==> src/rtl/taillight_seq.sv <==
// Tail-light controller: sequential turn sweep per side, steady brake light and
// a synchronised hazard flash for both sides. All outputs are registered and are
// derived from next-state values so lamps move on the same edge as the state.
module taillight_seq #(
  parameter int LAMPS    = 3,
  parameter int TICK_DIV = 1
) (
  input  logic             clk,
  input  logic             reset,
  input  logic             left,
  input  logic             right,
  input  logic             brake,
  input  logic             alarm,
  output logic [LAMPS-1:0] l_lamps,
  output logic [LAMPS-1:0] r_lamps,
  output logic             hazard_active
);

  localparam int IDX_W = $clog2(LAMPS + 1);
  localparam int DIV_W = (TICK_DIV > 1) ? $clog2(TICK_DIV) : 1;

  localparam logic [DIV_W-1:0] DIV_LAST = DIV_W'(TICK_DIV - 1);
  localparam logic [DIV_W-1:0] DIV_ONE  = DIV_W'(1);
  localparam logic [IDX_W-1:0] K_FIRST  = IDX_W'(1);
  localparam logic [IDX_W-1:0] K_LAST   = IDX_W'(LAMPS);

  typedef enum logic [1:0] {
    IDLE,
    SWEEP,
    GAP
  } side_e;

  // Step index k is only meaningful in SWEEP; it is held at 0 elsewhere.
  typedef struct packed {
    side_e            st;
    logic [IDX_W-1:0] k;
  } side_t;

  localparam side_t SIDE_IDLE  = '{st: IDLE,  k: '0};
  localparam side_t SIDE_FIRST = '{st: SWEEP, k: K_FIRST};
  localparam side_t SIDE_GAP   = '{st: GAP,   k: '0};

  logic [DIV_W-1:0] div;
  side_t            l_side, r_side;
  side_t            l_nxt, r_nxt;
  logic             hz_phase, hz_nxt;
  logic             tick, hazard;

  assign tick   = (div == DIV_LAST);
  assign hazard = alarm | (left & right);

  // Advance one side's sequencer by one step when the prescaler ticks.
  function automatic side_t side_next(input side_t cur, input logic turn, input logic tk);
    side_t nxt;
    nxt = cur;
    if (tk) begin
      case (cur.st)
        IDLE:    nxt = turn ? SIDE_FIRST : SIDE_IDLE;
        SWEEP:   nxt = (cur.k == K_LAST) ? SIDE_GAP : '{st: SWEEP, k: cur.k + K_FIRST};
        GAP:     nxt = turn ? SIDE_FIRST : SIDE_IDLE;
        default: nxt = SIDE_IDLE;
      endcase
    end
    return nxt;
  endfunction

  // Lamp pattern for one side outside hazard mode; brake only shows on an idle side.
  function automatic logic [LAMPS-1:0] side_lamps(input side_t s, input logic brk);
    logic [LAMPS-1:0] m;
    m = '0;
    case (s.st)
      SWEEP: begin
        for (int i = 0; i < LAMPS; i++) m[i] = (i < int'(s.k));
      end
      GAP:     m = '0;
      default: m = {LAMPS{brk}};
    endcase
    return m;
  endfunction

  // Next-state computation: hazard aborts both sweeps and drives the shared flash phase.
  always_comb begin
    // NOTE: defaults first so every path assigns every output and no latch is inferred.
    l_nxt  = SIDE_IDLE;
    r_nxt  = SIDE_IDLE;
    hz_nxt = 1'b0;
    if (hazard) begin
      hz_nxt = hz_phase ^ tick;
    end else begin
      l_nxt = side_next(l_side, left,  tick);
      r_nxt = side_next(r_side, right, tick);
    end
  end

  // State and registered outputs, with synchronous active-low reset taking priority.
  always_ff @(posedge clk) begin
    // NOTE: non-blocking assignments so every register samples pre-edge values.
    if (!reset) begin
      div           <= '0;
      l_side        <= SIDE_IDLE;
      r_side        <= SIDE_IDLE;
      hz_phase      <= 1'b0;
      l_lamps       <= '0;
      r_lamps       <= '0;
      hazard_active <= 1'b0;
    end else begin
      div           <= tick ? '0 : div + DIV_ONE;
      l_side        <= l_nxt;
      r_side        <= r_nxt;
      hz_phase      <= hz_nxt;
      l_lamps       <= hazard ? {LAMPS{hz_nxt}} : side_lamps(l_nxt, brake);
      r_lamps       <= hazard ? {LAMPS{hz_nxt}} : side_lamps(r_nxt, brake);
      hazard_active <= hazard;
    end
  end

endmodule

==> config.mk <==
export PLATFORM = sky130hd
export DESIGN_NAME = taillight_seq
export DESIGN_NICKNAME = d
export VERILOG_FILES = /design/src/rtl/taillight_seq.sv
export SDC_FILE = /design/constraint.sdc
export NUM_CORES = 1
export LEC_CHECK = 0
export ABC_AREA = 1
export BUFFER_PORTS_ARGS = -buffer_cell sky130_fd_sc_hd__buf_2
export CAP_MARGIN = 30
export CORE_UTILIZATION = 25
export CTS_BUF_LIST = sky130_fd_sc_hd__clkbuf_4 sky130_fd_sc_hd__clkbuf_8
export CTS_CLUSTER_SIZE = 10
export DETAILED_ROUTE_END_ITERATION = 10
export PLACE_DENSITY = 0.52
export SLEW_MARGIN = 15
export SYNTH_ARGS = -nofsm -noshare
export SYNTH_HDL_FRONTEND = slang
export SYNTH_SLANG_ARGS = --single-unit
==> constraint.sdc <==
create_clock -name clk -period 2.1 [get_ports clk]
set_clock_uncertainty 0.05 [all_clocks]
set_input_delay 0.42 -clock clk [delete_from_list [all_inputs] [get_ports clk]]
set_output_delay 0.42 -clock clk [all_outputs]
set_load 0.01 [all_outputs]
# Word level (Yosys, flattened, before mapping)
# Cells that the tools add are included.
dict set report classes {
  n_reduce_logical 5
  eq_ne 10
  bitwise 4
  n_addsub 3
  order_cmp 6
  mux 15
}
# op count
set ops {}
lappend ops {{$mux 4} 6}
lappend ops {{$pmux 4 s2} 2}
lappend ops {{$eq 2x2->1 const B} 6}
lappend ops {{$mux 3} 4}
lappend ops {{$pmux 3 s2} 2}
lappend ops {{$eq 2x1->1 const B} 4}
lappend ops {{$lt 1x2->1 const A} 4}
lappend ops {{$add 2x1->2 const B} 2}
lappend ops {{$logic_not 2->1} 2}
lappend ops {{$lt 2x2->1 const A} 2}
lappend ops {{$reduce_or 2->1} 2}
lappend ops {{$reduce_and 2->1} 1}
lappend ops {{$add 1x1->1 const B} 1}
lappend ops {{$and 1x1->1} 1}
lappend ops {{$mux 1} 1}
lappend ops {{$not 1->1} 1}
lappend ops {{$or 1x1->1} 1}
lappend ops {{$xor 1x1->1} 1}
dict set report totals {
  wordCells 52
  input_bits 6
  ff_bits 17
  out_inout_bits 7
}

# Depth between registers and ports, before layout
# Gate-level depths: netlist of run 1.
dict set report logic_depth {
  word_depth 8
  mapped_depth 12
  ltp_nobuf 12
}

# Worst setup path before layout of run 1
# Ideal clock, no wire load.
dict set report synth_timing {
  path_kind {register to register}
  startpoint {reg div}
  endpoint {reg l_lamps[0]}
  setup_time_ns 0.114
  path_stages_with_launch 12
  synth_period_minus_slack_ns 1.734
  required_ns 1.936
  path_slack_ns 0.366
  path_buffers 1
  arrival_time_ns 1.570
  cell_sequence {dfxtp_1 inv_2 buf_6 o21ai_0 nor2_1 ha_1 nand2_1 inv_1 a21oi_1 nand2_1 nand2_2 nand2_1}
}
# element line
set synth_lines {}
lappend synth_lines {{start: declaration} 43} ;# logic [DIV_W-1:0] div;
lappend synth_lines {{start signal: assignment} 107} ;# div <= tick ? '0 : div + DIV_ONE;
lappend synth_lines {{end signal: assignment} 111} ;# l_lamps <= hazard ? {LAMPS{hz_nxt}} : side_lamps(l_nxt, brake);
lappend synth_lines {{end: declaration} 14} ;# output logic [LAMPS-1:0] l_lamps,

# Worst setup path after layout of run 1
dict set report layout_timing {
  startpoint {reg r_side[0] (netlist bit)}
  endpoint {reg r_lamps[2]}
}
dict set report layout_between {
  elab_chain_len 8
  word_cells_on_any_way 11
  cone_classes {1 x add/sub; 1 x order compare; 3 x eq/ne; 6 x mux}
}
# element line
set layout_rtl {}
lappend layout_rtl {{start: declaration} 44} ;# side_t l_side, r_side;
lappend layout_rtl {{start signal: assignment} 109} ;# r_side <= r_nxt;
lappend layout_rtl {{$add 2x1->2 or $eq 2x2->1 (tied branches)} 59} ;# SWEEP: nxt = (cur.k == K_LAST) ? SIDE_GAP : '{st: SWEEP, k: cur.k + K_FIRST};
lappend layout_rtl {{$mux 4} 59}
lappend layout_rtl {{$pmux 4 s2} 57} ;# case (cur.st)
lappend layout_rtl {{$mux 4 (*)} 56} ;# if (tk) begin
lappend layout_rtl {{$mux 4 (*)} 87} ;# if (hazard) begin
lappend layout_rtl {{$lt 2x2->1, or another cell as far along} 73} ;# for (int i = 0; i < LAMPS; i++) m[i] = (i < int'(s.k));
lappend layout_rtl {{$pmux 3 s2 (*)} 71} ;# case (s.st)
lappend layout_rtl {{$mux 3 (*)} 112} ;# r_lamps <= hazard ? {LAMPS{hz_nxt}} : side_lamps(r_nxt, brake);
lappend layout_rtl {{end signal: assignment} 112}
lappend layout_rtl {{end: declaration} 15} ;# output logic [LAMPS-1:0] r_lamps,
# Mark *: on every way between the ends. The rest lies on a longest branch, timed or not.
# A chain may end at the register's enable or synchronous reset.

==> impl_results.md, run 1 <==
- Standard cell area after detailed placement: 953 um^2
- Final core area utilization: 31.7%
- Non-filler cells, final: 180
- Wire length of the first global-routing pass: 2770 um
- Post-CTS Repair Setup Buffers: 0
- Height of the chip: roughly 60 um
- Post-synthesis instance area: approximately 830 um^2
- FP Rows: 20
- Hold path endpoint: r_lamps[0]$_SDFF_PN0_
- Synth cell types: 18
- Vias in the first global route: between 600 and 700
- Setup slack, reg-to-reg: between 200 and 250 ps
- Clock net sink count: 17
- Total routed wirelength: ~1700 um
- Number of placed I/O pins: 13
- Core ar.: about 3100 um^2
- Fill cell count: 364
- Starting density of the core: a little over a quarter
- Sum of negative setup slack: 0 ps
- Die X-Extent: 59.5 um
- Post-Synthesis Net Count: between 100 and 150
- Post-CTS Hold Buffers: 0
- Hold-critical path depth: 3
- Die Area: 3540 um^2
- Count of H-tree levels built during CTS: 1
- Cell count after synthesis: 118
- Register Area: roughly 340 um^2
- Commonest non-fill, non-tap cell in the layout: nand2_1
- Most used cells in the layout excluding fill and tap cells: nand2_1, nor2_1, dfxtp_1
- Cell total after placement: between 150 and 200
- Total overflow reported by the global router: 0
- Violation count after the first detailed-route iteration: 13
- Element type at the critical path end: flop
- Final min period: 1850 ps
- Final count of pins violating max slew: 0
- Yosys synthesis warning count: 0
- Total length of routed met2 wires: 753 um
- Synth top area cells: dfxtp_1, nand2_1, nor2_1
- Number of instances resized during post-cts repair: 0
- Kind of critical path: flop to flop
- Share of cells above drive strength 1: about a fifth
- Routed via count: 720
- Synthesized area per cell: 7.01 um^2
- RSZ-0062 raised after global routing: false
- HP Start: reset
- Drt via density: roughly 4.0
- Area share of the largest cell type after synthesis: between 40% and 50%
- Leak Pwr: 0.486 nW
- CTS tree: built
- Design Area, Final: just under 1000 um^2
- Layout area overhead: 18.9%
- WL per Instance: about 9.5 um
- Peak supply drop: between 0.0002 and 0.0003 V
- Area of combinational cells with multiple inputs: about 410 um^2
- Cell taking the most area after synthesis: dfxtp_1
- Total power: roughly 0.64 mW
- Final ANT Viol Nets: 0
- Max-cap violations: 0
- Startpoint of the worst register-to-register path: r_side[0]$_SDFF_PN0_
- Max Fclk: roughly 540 MHz
- Power density over the cells: between 600 and 700 nW/um^2
- Maximum net fanout on the critical path: 3
- Sum of met3 wire segment lengths after detailed routing: approximately 85 um
- Initial antenna violation count: 0
- Clk_lat worst skew: ~300 ps
- Number of nets in the final layout: 147
- Worst EP arrival: roughly 2000 ps
- Number of buffers created by CTS: 3
- Synthesis-stage register bit count: 17
- Worst r2r dst: r_lamps[2]$_SDFF_PN0_
- Total setup violations reported at the end of the flow: 0
- Outcome: complete, no violations
- Global-route usage over all layers: between 10% and 20%
- Total of buffers placed on input and output ports: 12
- Sequential cell area fraction in the yosys report: 41.1%
- Antenna cell count: 0
- Sum of routed wire segments on met1: ~850 um
- Length of the first detailed-routing pass in iterations: 4
- Reg2Reg Depth: 10
- Required time of the worst setup path: roughly 2300 ps
- Final worst-path cycle share: roughly nine tenths
- Min-Delay Path Class: input port to flop
- Number of remaining DRC errors: 0
- CTS max path bufs: 2
- Highest metal layer with signal wires: met4
- Maximum number of pins on one net before global-route repair: 12
- Placed wire-length estimate: between 1000 and 1500 um
- Critical Path Start Type: flop
- Clock Pin Slew Worst Setup and Hold Paths: between 100 and 150 ps
- CTS Root Cell: clkbuf_4
- RePlAce Congestion: just under 0.8
- Final hold viol count: 0
per-stage QoR:
stage,hold slack (ps),worst slack (ps)
after floorplan,495,366
after global placement,514,140
after detailed placement,521,135
after CTS,353,224
after global routing,342,118
final,360,248
registers in the layout, indices dropped and copies added, names as in the netlist:
register	flops
div	1
hazard_active	1
hz_phase	1
l_lamps	3
l_side	4
r_lamps	3
r_side	4
final cells by class:
class                           instances  share of cell area, %
Multi-Input combinational cell         83                   41.9
Tap cell                               44                   5.60
Sequential cell                        17                   34.6
Timing Repair Buffer                   15                   8.40
Clock buffer                            3                   2.29
Clock inverter                          1                  0.763
Inverter                               17                   6.49
routing by layer:
layer | GRT usage, % | up-vias
li1 | - | 402
met1 | 13.4 | 300
met2 | 16.7 | 16
met3 | 4.59 | 2
met4 | 3.99 | 0
met5 | 0 | -
where the power goes:
group          internal [mW]  switching (mW)
combinational         0.0379          0.0640
sequential             0.339         0.00659
clock                 0.0725           0.116
total                  0.450           0.187
worst max path at each step:
stage,start,end,slack [ps],cells after the start
3_5_place_dp,left,l_lamps[0]$_SDFF_PN0_,140,13
2_1_floorplan,div$_SDFF_PN0_,l_lamps[0]$_SDFF_PN0_,370,11
5_1_grt,r_side[0]$_SDFF_PN0_,r_lamps[2]$_SDFF_PN0_,120,10
3_3_place_gp,left,l_lamps[0]$_SDFF_PN0_,140,13
4_1_cts,r_side[0]$_SDFF_PN0_,r_lamps[2]$_SDFF_PN0_,220,10
6_report,r_side[0]$_SDFF_PN0_,r_lamps[2]$_SDFF_PN0_,250,10
cells in the mapped netlist, drive strengths merged:
cell type,instances
a21oi,6
buf,1
clkinv,1
conb,1
dfxtp,17
ha,4
inv,16
nand2,35
nand3,5
nand4,2
nor2,21
nor3,4
o21ai,5
logic make-up (layout without fill, tap and decap cells):
kind of cell | after synthesis | after routing | synth area share (%)
DFF | 17 | 17 | 41.2
buffers and inverters | 18 | 36 | 9.08
AOI/OAI and AO/OA | 11 | 11 | 6.66
other | 1 | 1 | 0.453
adders and majority gates | 4 | 4 | 6.05
and+or+nand+nor | 67 | 67 | 36.6
worst max-delay path, cell delays in order (launching register included):
cell and delay (ps):
dfxtp_1 350, ha_1 210, inv_1 70, nor3_1 40, o21ai_0 240, ha_1 300
nor2_1 190, nand3_2 90, nand2_1 80, nand2_2 60, a21oi_1 120
Power figures use the tool's default switching activity.
==> run 2, diff against run 1 <==
- BUFFER_PORTS_ARGS: -buffer_cell sky130_fd_sc_hd__buf_2 -> -buffer_cell sky130_fd_sc_hd__buf_4
==> impl_results.md, run 2 (synthesis results as in run 1) <==
- Clock Pin Slew Worst Setup and Hold Paths: 100 ps (about the same)
- Height of the chip: 59.5 um (unchanged)
- Length of the first detailed-routing pass in iterations: 4 (unchanged)
- Worst EP arrival: 1970 ps (-70 ps)
- Commonest non-fill, non-tap cell in the layout: nand2_1
- Number of instances resized during post-cts repair: 0 (unchanged)
- WL per Instance: 8.92 um (-5.9%)
- Register Area: 340 um^2 (unchanged)
- Vias in the first global route: 652 (-1.4%)
- Total of buffers placed on input and output ports: 12 (unchanged)
- Post-CTS Hold Buffers: 0 (unchanged)
- HP Start: reset
- Core ar.: 3100 um^2 (unchanged)
- Most used cells in the layout excluding fill and tap cells: nand2_1, nor2_1, dfxtp_1
- Drt via density: 4.00 (unchanged)
- Sum of negative setup slack: 0 ps (unchanged)
- Number of remaining DRC errors: 0 (unchanged)
- Leading registers by flop count: l_side x4, r_side x4
- Clock net sink count: 17 (unchanged)
- Die X-Extent: 59.5 um (unchanged)
- Number of placed I/O pins: 13 (unchanged)
- Routed via count: 716 (-0.56%)
- Final ANT Viol Nets: 0 (unchanged)
- Initial antenna violation count: 0 (unchanged)
- Area of combinational cells with multiple inputs: 412 um^2 (unchanged)
- Cell-internal power: 0.455 mW (+1.1%)
- Fill cell count: 360 (-1.1%)
- Max-cap violations: 0 (unchanged)
- Maximum net fanout on the critical path: 3 (unchanged)
- Antenna cell count: 0 (unchanged)
- RSZ-0062 raised after global routing: false
- Placed wire-length estimate: 1220 um (-4.0%)
- Max Fclk: 545 MHz (+0.94%)
- Hold-critical path depth: 3 (unchanged)
- CTS tree: built
- Total overflow reported by the global router: 0 (unchanged)
- Count of H-tree levels built during CTS: 1 (unchanged)
- Critical Path Start Type: flop
- Required time of the worst setup path: 2240 ps (-50 ps)
- FP Rows: 20 (unchanged)
- Share of cells above drive strength 1: 20.7% (-0.58 points)
- Global-route usage over all layers: 10.4% (-0.41 points)
- Switching power of the nets: 0.173 mW (-7.5%)
- Leak Pwr: 0.491 nW (+1.1%)
- Wire length of the first global-routing pass: 2740 um (-1.2%)
- Number of buffers created by CTS: 3 (unchanged)
- Reg2Reg Depth: 11 (+1)
- CTS Root Cell: clkbuf_4
- Final min period: 1830 ps (-17.3 ps)
- Outcome: complete, no violations
- Kind of critical path: flop to flop
- Post-CTS Repair Setup Buffers: 0 (unchanged)
- Switching share of power: 27.6% (-1.8 points)
- Worst r2r dst: l_lamps[0]$_SDFF_PN0_
- Element type at the critical path end: flop
- CTS max path bufs: 2 (unchanged)
- Die Area: 3540 um^2 (unchanged)
- Min-Delay Path Class: input port to flop
- Total power: 0.628 mW (-1.4%)
- Number of nets in the final layout: 146 (-0.68%)
- Total routed wirelength: 1600 um (-6.4%)
- Peak supply drop: 0.000225 V (-20%)
- Power density over the cells: 626 nW/um^2 (-3.4%)
- Setup slack, reg-to-reg: 270 ps (+20 ps)
- Final hold viol count: 0 (unchanged)
- Portion of total power attributed to the clock network: 27.7% (-2.0 points)
- Maximum number of pins on one net before global-route repair: 14 (+2)
- Proportion of power drawn by flip-flops and latches: 55.2% (+0.9 points)
- Total setup violations reported at the end of the flow: 0 (unchanged)
- Final count of pins violating max slew: 0 (unchanged)
- Final worst-path cycle share: 87.4% (-0.82 points)
- RePlAce Congestion: 0.798 (+2.5%)
- Clk_lat worst skew: 290 ps (about the same)
- Logic pwr share: 17.1% (+1.1 points)
- Hold path endpoint: r_lamps[0]$_SDFF_PN0_
- Layout area overhead: 21.3%
- Violation count after the first detailed-route iteration: 19 (+6)
- Starting density of the core: 26.7% (unchanged)
- Startpoint of the worst register-to-register path: l_side[0]$_SDFF_PN0_
==> run 2: worst max-delay path, cell delays in order (launching register included) <==
cell     delay, ps
dfxtp_1        350
ha_1           230
nor3_1         180
nor2_1          80
nor2_1         100
ha_1           250
nand2_1         70
inv_1           40
a21oi_1        160
nand2_1         90
nand2_2         70
nand2_1         60
==> run 2: metrics by stage <==
stage                     utilization [%]  hold slack (ps)  std cells  setup WS, ps  cell area (um^2)
after floorplan                         -              495        118           366               827
after global placement               31.5              529        175           142               976
after detailed placement             31.5              520        175           145               976
after CTS                            32.3              343        179           257              1000
after global routing                 32.3              337        179          94.9              1000
final                                32.3              349        179           265              1000
==> run 2: worst max-delay path by stage <==
stage / start / end / slack (ps) / depth (start not counted)
after CTS: l_side[0]$_SDFF_PN0_ / l_lamps[0]$_SDFF_PN0_ / 260 / 11
final: l_side[0]$_SDFF_PN0_ / l_lamps[0]$_SDFF_PN0_ / 270 / 11
after floorplan: div$_SDFF_PN0_ / l_lamps[0]$_SDFF_PN0_ / 370 / 11
after detailed placement: left / l_lamps[0]$_SDFF_PN0_ / 150 / 13
after global routing: l_side[0]$_SDFF_PN0_ / l_lamps[2]$_SDFF_PN0_ / 90 / 10
after global placement: left / l_lamps[0]$_SDFF_PN0_ / 140 / 13
==> run 2: final cells by class <==
cell class                 instances  area share, %
timing repair buffer              14           10.5
multi-input combinational         83           41.0
inverter                          17           6.36
clock inverter                     1          0.499
tap                               44           5.49
sequential                        17           33.9
clock buffer                       3           2.24
==> run 2: power groups by stage <==
stage / clock network (mW) / registers, mW / logic, mW
floorplan: 0 / 0.359 / 0.0630
global placement: 0 / 0.354 / 0.109
detailed placement: 0 / 0.354 / 0.108
CTS: 0.186 / 0.347 / 0.109
global route: 0.205 / 0.349 / 0.123
finish: 0.174 / 0.347 / 0.107
==> run 2: routing by layer <==
layer,up-vias,part of all wire (%),GRT usage [%]
met1,301,52,13.3
met2,14,42,15.7
met5,-,0,0
met4,0,1.2,4.98
met3,2,5.1,3.28
li1,399,-,-
==> run 3, diff against run 2 <==
- CORE_UTILIZATION: 25 -> 57
- PLACE_DENSITY: 0.52 -> 0.9
==> impl_results.md, run 3 (synthesis results as in run 1) <==
- Total setup violations reported at the end of the flow: 0 (unchanged)
- Number of buffers created by CTS: 3 (unchanged)
- Initial antenna violation count: 0 (unchanged)
- Total routed wirelength: 1580 um (-0.81%)
- Cell Chain, Critical Path: inv_2 -> o21ai_0 -> nor2_1 -> ha_1 -> nor2_1 -> nand3_2 -> nand2_1 -> nand2_2 -> a21oi_1
- Required time of the worst setup path: 2280 ps (+40 ps)
- RePlAce Congestion: 0.815 (+2.1%)
- Slowest library cell on the worst path: dfxtp_1
- Core ar.: 1320 um^2 (-58%)
- Critical Path Start Type: flop
- Maximum net fanout on the critical path: 13 (+10)
- Global-route usage over all layers: 22.6% (+12 points)
- Die Area: 1610 um^2 (-55%)
- Total overflow reported by the global router: 0 (unchanged)
- Number of placed I/O pins: 13 (unchanged)
- Kind of critical path: flop to flop
- Final worst-path cycle share: 91.3% (+3.9 points)
- Total power: 0.637 mW (+1.5%)
- Clock Pin Slew Worst Setup and Hold Paths: 90 ps (about the same)
- Number of remaining DRC errors: 0 (unchanged)
- Clk_lat worst skew: 290 ps (about the same)
- Max Fclk: 522 MHz (-4.3%)
- Violation count after the first detailed-route iteration: 26 (+7)
- Worst Slack Setup Final: 183 ps (-82.1 ps)
- Element type at the critical path end: flop
- Worst EP arrival: 2090 ps (+120 ps)
- CTS max path bufs: 2 (unchanged)
- Count of H-tree levels built during CTS: 1 (unchanged)
- Final min period: 1920 ps (+82.1 ps)
- Max stage delay on crit path: 460 ps (+110 ps)
- Height of the chip: 40.1 um (-33%)
- Final count of pins violating max slew: 0 (unchanged)
- Min-Delay Path Class: input port to flop
- Final hold viol count: 0 (unchanged)
- Antenna cell count: 0 (unchanged)
- Length of the first detailed-routing pass in iterations: 4 (unchanged)
- Most frequent cell on the critical path: nor2_1
- CTS tree: built
- Maximum number of pins on one net before global-route repair: 14 (unchanged)
- Leading registers by flop count: l_side x4, r_side x4
- Outcome: complete, no violations
- Die X-Extent: 40.1 um (-33%)
- Routed via count: 745 (+4.1%)
- Drt via density: 5.03 (+26%)
- Dominant delay contributor by cell family on the critical path: simple AND/OR/NAND/NOR gates
- Starting density of the core: 62.8% (+36 points)
- FP Rows: 13 (-35%)
- Max-cap violations: 0 (unchanged)
- Final ANT Viol Nets: 0 (unchanged)
- Pre-CTS setup slack: 82.8 ps (-62.4 ps)
- Number of nets in the final layout: 144 (-1.4%)
- Sum of negative setup slack: 0 ps (unchanged)
- Layout area overhead: 15.4%
- Post-CTS Hold Buffers: 0 (unchanged)
- Total of buffers placed on input and output ports: 12 (unchanged)
- Most used cells in the layout excluding fill and tap cells: nand2_1, nor2_1, dfxtp_1
- CTS Root Cell: clkbuf_4
- Post-CTS Repair Setup Buffers: 0 (unchanged)
- Share of cells above drive strength 1: 19.5% (-1.2 points)
- Clock net sink count: 17 (unchanged)
- Standard cell area after detailed placement: 925 um^2 (-5.3%)
- WL per Instance: 10.7 um (+20%)
- Power density over the cells: 667 nW/um^2 (+6.7%)
- Wire length of the first global-routing pass: 2440 um (-11%)
- Design Area, Final: 955 um^2 (-4.9%)
- Peak supply drop: 0.000485 V (+120%)
- Number of instances resized during post-cts repair: 0 (unchanged)
- Vias in the first global route: 597 (-8.4%)
- Buf+Inv Stages, Crit Path: 1 (unchanged)
- Leak Pwr: 0.482 nW (-1.8%)
- RSZ-0062 raised after global routing: false
- Commonest non-fill, non-tap cell in the layout: nand2_1
- Placed wire-length estimate: 1220 um (-0.81%)
run 3: cell count changes in the layout (fill, tap and decap cells not counted), sizes merged:
cell    change
buf         -2
clkbuf      +1
clkinv      -1
run 3: layout make-up:
| class | instances | area (um^2) |
|---|---|---|
| Tap cell | 15 | 18.8 |
| Fill cell | 104 | 363 |
| Timing Repair Buffer | 12 | 90.1 |
| Clock buffer | 4 | 30.0 |
| Sequential cell | 17 | 340 |
| Multi-Input combinational cell | 83 | 412 |
| Inverter | 17 | 63.8 |
run 3: report_power, final:
group          total [mW]  switching [mW]  internal, mW  leakage (nW)
Combinational       0.104          0.0620        0.0419         0.324
Sequential          0.348         0.00837         0.339         0.140
Clock               0.186          0.0987        0.0869        0.0184
run 3: worst paths after layout:
kind	startpoint	end	slack (ps)	depth (start not counted)
max	div$_SDFF_PN0_	r_lamps[2]$_SDFF_PN0_	180	9
max reg2reg	div$_SDFF_PN0_	r_lamps[2]$_SDFF_PN0_	180	9
min	reset	r_lamps[0]$_SDFF_PN0_	340	3
min reg2reg	hz_phase$_SDFF_PN0_	hz_phase$_SDFF_PN0_	550	4
run 3: worst reg2reg max path, stage by stage (launching register included):
cell	delay [ps]
dfxtp_1	460
inv_2	180
o21ai_0	250
nor2_1	80
ha_1	320
nor2_1	170
nand3_2	80
nand2_1	80
nand2_2	60
a21oi_1	120
run 3: metrics by stage:
stage | instances | hold slack [ps] | util, %
6_report | 148 | 343 | 72.5
4_1_cts | 148 | 344 | 72.5
3_3_place_gp | 144 | 520 | 70.2
5_1_grt | 148 | 334 | 72.5
3_5_place_dp | 144 | 528 | 70.2
2_1_floorplan | 118 | 495 | -
run 3: layer usage:
| metal | vias to the layer above | part of all wire (%) | global-route usage, % |
|---|---|---|---|
| met2 | 19 | 48 | 37.5 |
| met4 | 0 | 1.3 | 7.76 |
| met3 | 3 | 4.7 | 5.56 |
| met1 | 325 | 46 | 28.2 |
| met5 | - | 0 | 0 |
| li1 | 398 | - | - |
